==> src/rtl/datapath_controller.sv <==
// -----------------------------------------------------------------------------
// datapath_controller
//
// Moore FSM that sequences the register file and computation stage for one
// 16-bit instruction at a time. An instruction is latched into IR when s is
// seen in WAIT. The FSM then steps through decode, operand fetch, ALU and
// writeback, and returns to WAIT, where w=1 signals ready for the next one.
//
// Control outputs are registered. Their next value is decoded from the next
// state and the next IR, so each output always equals decode(state, IR) for
// the current cycle. sximm8 is combinational from IR.
//
// Optional feature macro: CTRL_ILLEGAL_TRAP_EN
//   defined   : an illegal opcode sets a sticky err in DECODE. The FSM then
//               parks in WAIT with w=0 and ignores s until reset.
//   undefined : an illegal opcode is a 2-cycle NOP and err is tied 0.
//
// Ports
//   clk, reset_n        clock, asynchronous active-low reset
//   s, instr_in         start request and instruction (sampled in WAIT only)
//   w                   ready (high only in WAIT)
//   readnum, writenum   register-file read / write index
//   write, vsel         register-file write enable, writeback select
//   loada, loadb        A / B operand register loads
//   asel, bsel          ALU A-input / B-input selects
//   shift, ALUop        shifter and ALU operation
//   loadc, loads        C result and status register loads
//   sximm8              sign-extended IR[7:0]
//   err                 illegal-opcode indication
// -----------------------------------------------------------------------------
module datapath_controller #(
  parameter int REG_ADDR_W = 3
) (
  input  logic                  clk,
  input  logic                  reset_n,
  input  logic                  s,
  input  logic [15:0]           instr_in,
  output logic                  w,
  output logic [REG_ADDR_W-1:0] readnum,
  output logic [REG_ADDR_W-1:0] writenum,
  output logic                  write,
  output logic [1:0]            vsel,
  output logic                  loada,
  output logic                  loadb,
  output logic                  asel,
  output logic                  bsel,
  output logic [1:0]            shift,
  output logic [1:0]            ALUop,
  output logic                  loadc,
  output logic                  loads,
  output logic [15:0]           sximm8,
  output logic                  err
);

  typedef enum logic [2:0] {
    S_WAIT, S_DECODE, S_GET_A, S_GET_B, S_ALU, S_WR_REG, S_WR_IMM
  } state_t;

  typedef struct packed {
    logic                  w;
    logic [REG_ADDR_W-1:0] readnum;
    logic [REG_ADDR_W-1:0] writenum;
    logic                  write;
    logic [1:0]            vsel;
    logic                  loada;
    logic                  loadb;
    logic                  asel;
    logic                  bsel;
    logic [1:0]            shift;
    logic [1:0]            aluop;
    logic                  loadc;
    logic                  loads;
  } ctrl_t;

  state_t      state_q, state_d;
  logic [15:0] ir_q, ir_d;
  logic        err_q, err_d;
  ctrl_t       ctrl_q, ctrl_d;

  // Instruction class helpers (opcode = ir[15:13], op = ir[12:11]).
  function automatic logic is_mov_imm(input logic [15:0] ir);
    return (ir[15:13] == 3'b110) && (ir[12:11] == 2'b10);
  endfunction

  function automatic logic is_mov_reg(input logic [15:0] ir);
    return (ir[15:13] == 3'b110) && (ir[12:11] == 2'b00);
  endfunction

  function automatic logic is_alu(input logic [15:0] ir);
    return ir[15:13] == 3'b101;
  endfunction

  // Moore output decode: depends only on state, IR and the sticky err flag.
  function automatic ctrl_t decode_ctrl(input state_t st, input logic [15:0] ir,
                                        input logic err_f);
    ctrl_t c;
    logic  unary;
    c     = '0;
    // MOV reg and MVN use only the B operand, so A is forced to zero.
    unary = is_mov_reg(ir) || (is_alu(ir) && (ir[12:11] == 2'b11));
    case (st)
      S_WAIT:   c.w = !err_f;
      S_GET_A: begin
        c.readnum = ir[10:8];
        c.loada   = 1'b1;
      end
      S_GET_B: begin
        c.readnum = ir[2:0];
        c.loadb   = 1'b1;
      end
      S_ALU: begin
        c.shift = ir[4:3];
        c.asel  = !unary;
        c.aluop = is_mov_reg(ir) ? 2'b00 : ir[12:11];
        if (is_alu(ir) && (ir[12:11] == 2'b01)) c.loads = 1'b1;
        else                                    c.loadc = 1'b1;
      end
      S_WR_REG: begin
        c.writenum = ir[7:5];
        c.vsel     = 2'b00;
        c.write    = 1'b1;
      end
      S_WR_IMM: begin
        c.writenum = ir[10:8];
        c.vsel     = 2'b01;
        c.write    = 1'b1;
      end
      default: ;
    endcase
    return c;
  endfunction

  always_comb begin
    state_d = state_q;
    ir_d    = ir_q;
    err_d   = err_q;
    case (state_q)
      S_WAIT: begin
        if (s && !err_q) begin
          ir_d    = instr_in;
          state_d = S_DECODE;
        end
      end
      S_DECODE: begin
        if (is_mov_imm(ir_q))
          state_d = S_WR_IMM;
        else if (is_mov_reg(ir_q) || (is_alu(ir_q) && (ir_q[12:11] == 2'b11)))
          state_d = S_GET_B;
        else if (is_alu(ir_q))
          state_d = S_GET_A;
        else begin
          state_d = S_WAIT;
`ifdef CTRL_ILLEGAL_TRAP_EN
          err_d   = 1'b1;
`endif
        end
      end
      S_GET_A:  state_d = S_GET_B;
      S_GET_B:  state_d = S_ALU;
      S_ALU:    state_d = (is_alu(ir_q) && (ir_q[12:11] == 2'b01)) ? S_WAIT : S_WR_REG;
      S_WR_REG: state_d = S_WAIT;
      S_WR_IMM: state_d = S_WAIT;
      default:  state_d = S_WAIT;
    endcase
`ifndef CTRL_ILLEGAL_TRAP_EN
    err_d = 1'b0;
`endif
    ctrl_d = decode_ctrl(state_d, ir_d, err_d);
  end

  // Reset aborts any instruction in flight: outputs drop to the WAIT pattern.
  always_ff @(posedge clk or negedge reset_n) begin
    if (!reset_n) begin
      state_q  <= S_WAIT;
      ir_q     <= '0;
      err_q    <= 1'b0;
      ctrl_q   <= '0;
      ctrl_q.w <= 1'b1;
    end else begin
      state_q <= state_d;
      ir_q    <= ir_d;
      err_q   <= err_d;
      ctrl_q  <= ctrl_d;
    end
  end

  assign w        = ctrl_q.w;
  assign readnum  = ctrl_q.readnum;
  assign writenum = ctrl_q.writenum;
  assign write    = ctrl_q.write;
  assign vsel     = ctrl_q.vsel;
  assign loada    = ctrl_q.loada;
  assign loadb    = ctrl_q.loadb;
  assign asel     = ctrl_q.asel;
  assign bsel     = ctrl_q.bsel;
  assign shift    = ctrl_q.shift;
  assign ALUop    = ctrl_q.aluop;
  assign loadc    = ctrl_q.loadc;
  assign loads    = ctrl_q.loads;
  assign sximm8   = {{8{ir_q[7]}}, ir_q[7:0]};
  assign err      = err_q;

endmodule

==> config.mk <==
export PLATFORM = sky130hd
export DESIGN_NAME = datapath_controller
export DESIGN_NICKNAME = d
export VERILOG_FILES = /design/src/rtl/datapath_controller.sv
export SDC_FILE = /design/constraint.sdc
export NUM_CORES = 1
export LEC_CHECK = 0
export CORE_MARGIN = 2
export CORE_UTILIZATION = 44
export CTS_CLUSTER_DIAMETER = 50
export DETAILED_ROUTE_END_ITERATION = 10
export GPL_TIMING_DRIVEN = 0
export HOLD_SLACK_MARGIN = 0.12
export PLACE_DENSITY = 0.87
export RECOVER_POWER = 25
export SETUP_SLACK_MARGIN = 0.15
export SLEW_MARGIN = 20
export SYNTH_ARGS = -nofsm -noshare
export SYNTH_HDL_FRONTEND = slang
export SYNTH_SLANG_ARGS = --single-unit
==> constraint.sdc <==
create_clock -name clk -period 1.9 [get_ports clk]
set_input_delay 0.57 -clock clk [delete_from_list [all_inputs] [get_ports clk]]
set_output_delay 0.57 -clock clk [all_outputs]
set_load 0.05 [all_outputs]
-- Word level (Yosys, flattened, before mapping)
Cells that the tools add are included.
- bits of input ports: 19
- register bits: 38
- equality and inequality tests: 18
- muxes and demuxes: 18
- reduce and logical (&&, ||, !) cells: 14
- operators by type and width (operator ; number):
    $mux 16 ; 2
    $eq 3x3->1 const B ; 8
    $pmux 3 s5 ; 1
    $eq 3x2->1 const B ; 4
    $pmux 6 s2 ; 1
    $mux 3 ; 3
    $logic_and 1x1->1 ; 7
    $eq 2x2->1 const B ; 3
    $logic_not 3->1 ; 2
    $mux 1 ; 6
    $mux 2 ; 3
    $mux 6 ; 1
    $pmux 3 s2 ; 1
    $eq 2x1->1 const B ; 2
    $logic_not 2->1 ; 2
    $eq 3x1->1 const B ; 1
    $logic_or 1x1->1 ; 2
    $logic_not 1->1 ; 1

-- Logic depth before layout (Yosys ltp)
- depth in word-level cells: 8
- depth in mapped cells: 5
- gate-level depth less buffers: 4

-- Worst setup path after synthesis
No wires, ideal clock.
- path type: in2reg
- start: input instr_in[12]
- end: register ctrl_q (netlist bit asel)
- setup slack: 309 ps
- path buffers: 0
- arrival: 1469 ps
- data required time: 1779 ps
- stages on the path: 4
- cell sequence: or4b_2 -> nand3_1 -> o21a_1 -> a21oi_1
- RTL lines (what ; RTL line ; source):
    start: declaration ; 37 ; input logic [15:0] instr_in,
    end signal: assignment ; 183 ; ctrl_q <= ctrl_d;
    end: declaration ; 78 ; ctrl_t ctrl_q, ctrl_d;

==> results.yml <==
outcome:
  status: "complete, no violations"
clock_network:
  postCtsHoldBufs: 0
  cts_buffers: 5
  clk_pin_slew_ns: 0.10
  clock_sinks: 37
  cts_max_level: 2
  cts_tree: "yes"
  clk_path_buf_depth: 2
  worst_skew_pair.late_latency_ns: 0.34
  cts_root_buffer: "clkbuf_4"
routing:
  top_layer: "met4"
  dr_wl_met3_um: 236
  met1Wirelength_um: 1510
  drt-vias-per-instance: 4.98
  drc: 0
  met2WireLength_um: 1900
  wl_per_cell_um: 15.4
  drtIter0Drc: 25
  drt_pass1_iterations: 4
  wl_um: 3730
  postRouteAntennaNets: 0
  via_count: 1210
synth:
  yosysMostFrequentCell: "dfrtp_1"
  postSynthAreaPerCell_um2: 12.5
  ys.flop_type: "dfrtp_1"
  ys_top_cells_by_area: "dfrtp_1 (56%), buf_4 (8.9%), mux2_2 (7.0%)"
  yosys_warnings: 0
  synth_top_area_cell: "dfrtp_1"
  ys_async_sr_fraction: 1.00
  synth_edf_count: 0
  ys_seq_elements: 37
  yosys.cell_types.count: 30
  ys_top_cells_by_count: "dfrtp_1 (36), buf_4 (19), inv_1 (10), mux2_2 (10), mux2i_1 (6)"
  netlist.area_leader.share: 0.559
  yosysSeqAreaShare: 0.575
  netlist_area_mm2: 0.00161
  syn_inst: 129
layout:
  fin_util: 0.673
  n_fill_cell: 252
  drive_gt1_frac: 0.457
  area_growth_pct: 42.7
  antenna-diode-count: 0
  nets: 216
worst_setup_path:
  crit_slowest_cell: "clkdlybuf4s50_1"
  crit_type: "in -> reg"
  r2r-start: "state_q[1]$_DFF_PN0_"
  critPathBufInv: 2
  end_kind: "flop"
  cp.arrival_ns: 2.02
  worstPathMaxFanout: 5
  max_stage_delay_ns: 0.46
  cp-start-kind: "primary input"
  ff2ff_path_depth: 4
  reg2reg_setup_slack_ns: 0.20
  cp.required_ns: 2.17
  crit_family: "buffers and inverters"
  reg2reg_to: "asel$_DFF_PN0_"
  crit_chain: "clkdlybuf4s50_1 -> nor4b_4 -> buf_4 -> mux2_2 -> a21oi_1"
global_routing:
  overflow: 0
  grt_pass1_vias: 1265
  grt_pass1_wl_um: 5790
  antenna_found_initial: 0
  grt_max_degree: 22
  grt_util_all_layers: 0.186
power:
  powerDensity_mw_per_mm2: 1830
  power.leakage_nw: 1.14
  worst_ir_drop_vdd_mv: 0.827
job:
  maxCapViolations: 0
sta:
  post-route-min-period_ns: 1.76
  fin_hold_ws_ns: 0.307
  maxSlewViolCount: 0
  worstMarginPinSlew_ns: 0.869
  max_freq_mhz: 569
  rsz0062_at_grt: "yes"
  slew_headroom: 0.421
  hold_viol: 0
  fin_crit_sh: 0.924
  clock_skew_ns: 0.00792
  setup_viol: 0
die:
  pin_count: 56
  coreArea_mm2: 0.00342
  start_util: 0.472
  dieHeight_um: 64.5
  die_area_mm2: 0.00416
  fp.dieW_um: 64.5
  std_cell_rows: 21
placement:
  port_buffers: 52
  gp_congestion: 0.823
  dpl.hpwl_um: 2510
worst_hold_path:
  hold_path_class: "in -> async"
state kept, by name, indices dropped and copies added (netlist names):
name and cells:
loads 1, vsel 1, w 1, loadb 1
write 1, ir_q 16, readnum 3, writenum 3
state_q 3, loadc 1, loada 1, ALUop 2
shift 2, asel 1
power by group:
| group | internal (mW) | switching, mW |
|---|---|---|
| sequential | 1.07 | 0.253 |
| clock | 0.175 | 0.235 |
| combinational | 0.971 | 1.50 |
layer usage:
metal	GRT usage	up-vias
li1	-	553
met5	0	-
met2	0.306	56
met3	0.0521	9
met4	0.106	0
met1	0.217	592
layout by cell type (no fill, tap or decap), drive strengths merged:
cell and n:
buf 42, dfrtp 36, clkdlybuf4s50 16, clkbuf 16, clkdlybuf4s15 12, inv 10
mux2 10, mux2i 6, nand3 5, nand2b 4, nor2b 4, and3 4
nand2 3, o22ai 3, conb 3, a21oi 3, o21ai 3, nor4b 3
a31o 2, nor2 2, nor3b 1, o2111ai 1, or3b 1, nor4bb 1
nand3b 1, nand4b 1, or4b 1, o21a 1, dlymetal6s2s 1, dfstp 1
worst max-delay path by stage:
stage | from | end | slack (ns) | cells past startpoint
after floorplan | instr_in[12] | asel$_DFF_PN0_ | 0.31 | 4
after global placement | reset_n | ir_q[3]$_DFF_PN0_ | -0.44 | 1
after detailed placement | s | writenum[0]$_DFF_PN0_ | -0.26 | 6
after CTS | ir_q[7]$_DFF_PN0_ | sximm8[8] | 0.13 | 2
after global routing | ir_q[7]$_DFF_PN0_ | sximm8[8] | 0.11 | 2
final | s | asel$_DFF_PN0_ | 0.14 | 5
final cells by class:
type                       instances  area [um^2]  share of cell area
multi-input combinational         63          536               0.233
buffer                            21          174              0.0756
clock buffer                       7         55.1              0.0239
timing repair buffer              59          512               0.223
inverter                          10         37.5              0.0163
tap                               46         57.6              0.0250
sequential                        37          928               0.404
repair_timing:
item                                    in CTS  in global routing
setup buffers                                3                  1
gates resized for setup                    141                 20
endpoints found under the setup margin      41                 23
cloned                                       1                  1
hold endpoints to repair                     0                  0
metrics by stage:
step,worst slack [ns],area (um^2),std cells,total power [mW],TNS [ns]
final,0.144,2300,243,4.21,0
after global routing,0.106,2300,243,4.41,0
after CTS,0.125,2260,241,4.06,0
after detailed placement,-0.258,2220,230,3.75,-4.59
after global placement,-0.441,2200,229,3.67,-19.88
after floorplan,0.309,1620,131,3.01,0
cell families (layout without fill, tap and decap cells):
kind of cell           count (synthesis)  count (layout)  synth area share
AND/OR/NAND/NOR                       31              31             0.136
buffers and inverters                 31              97             0.128
other                                  1               3           0.00233
multiplexers                          16              16             0.107
flip-flops                            37              37             0.575
AO/OA/AOI/OAI                         13              13            0.0512
No activity file was read; power rests on OpenSTA's default activity.
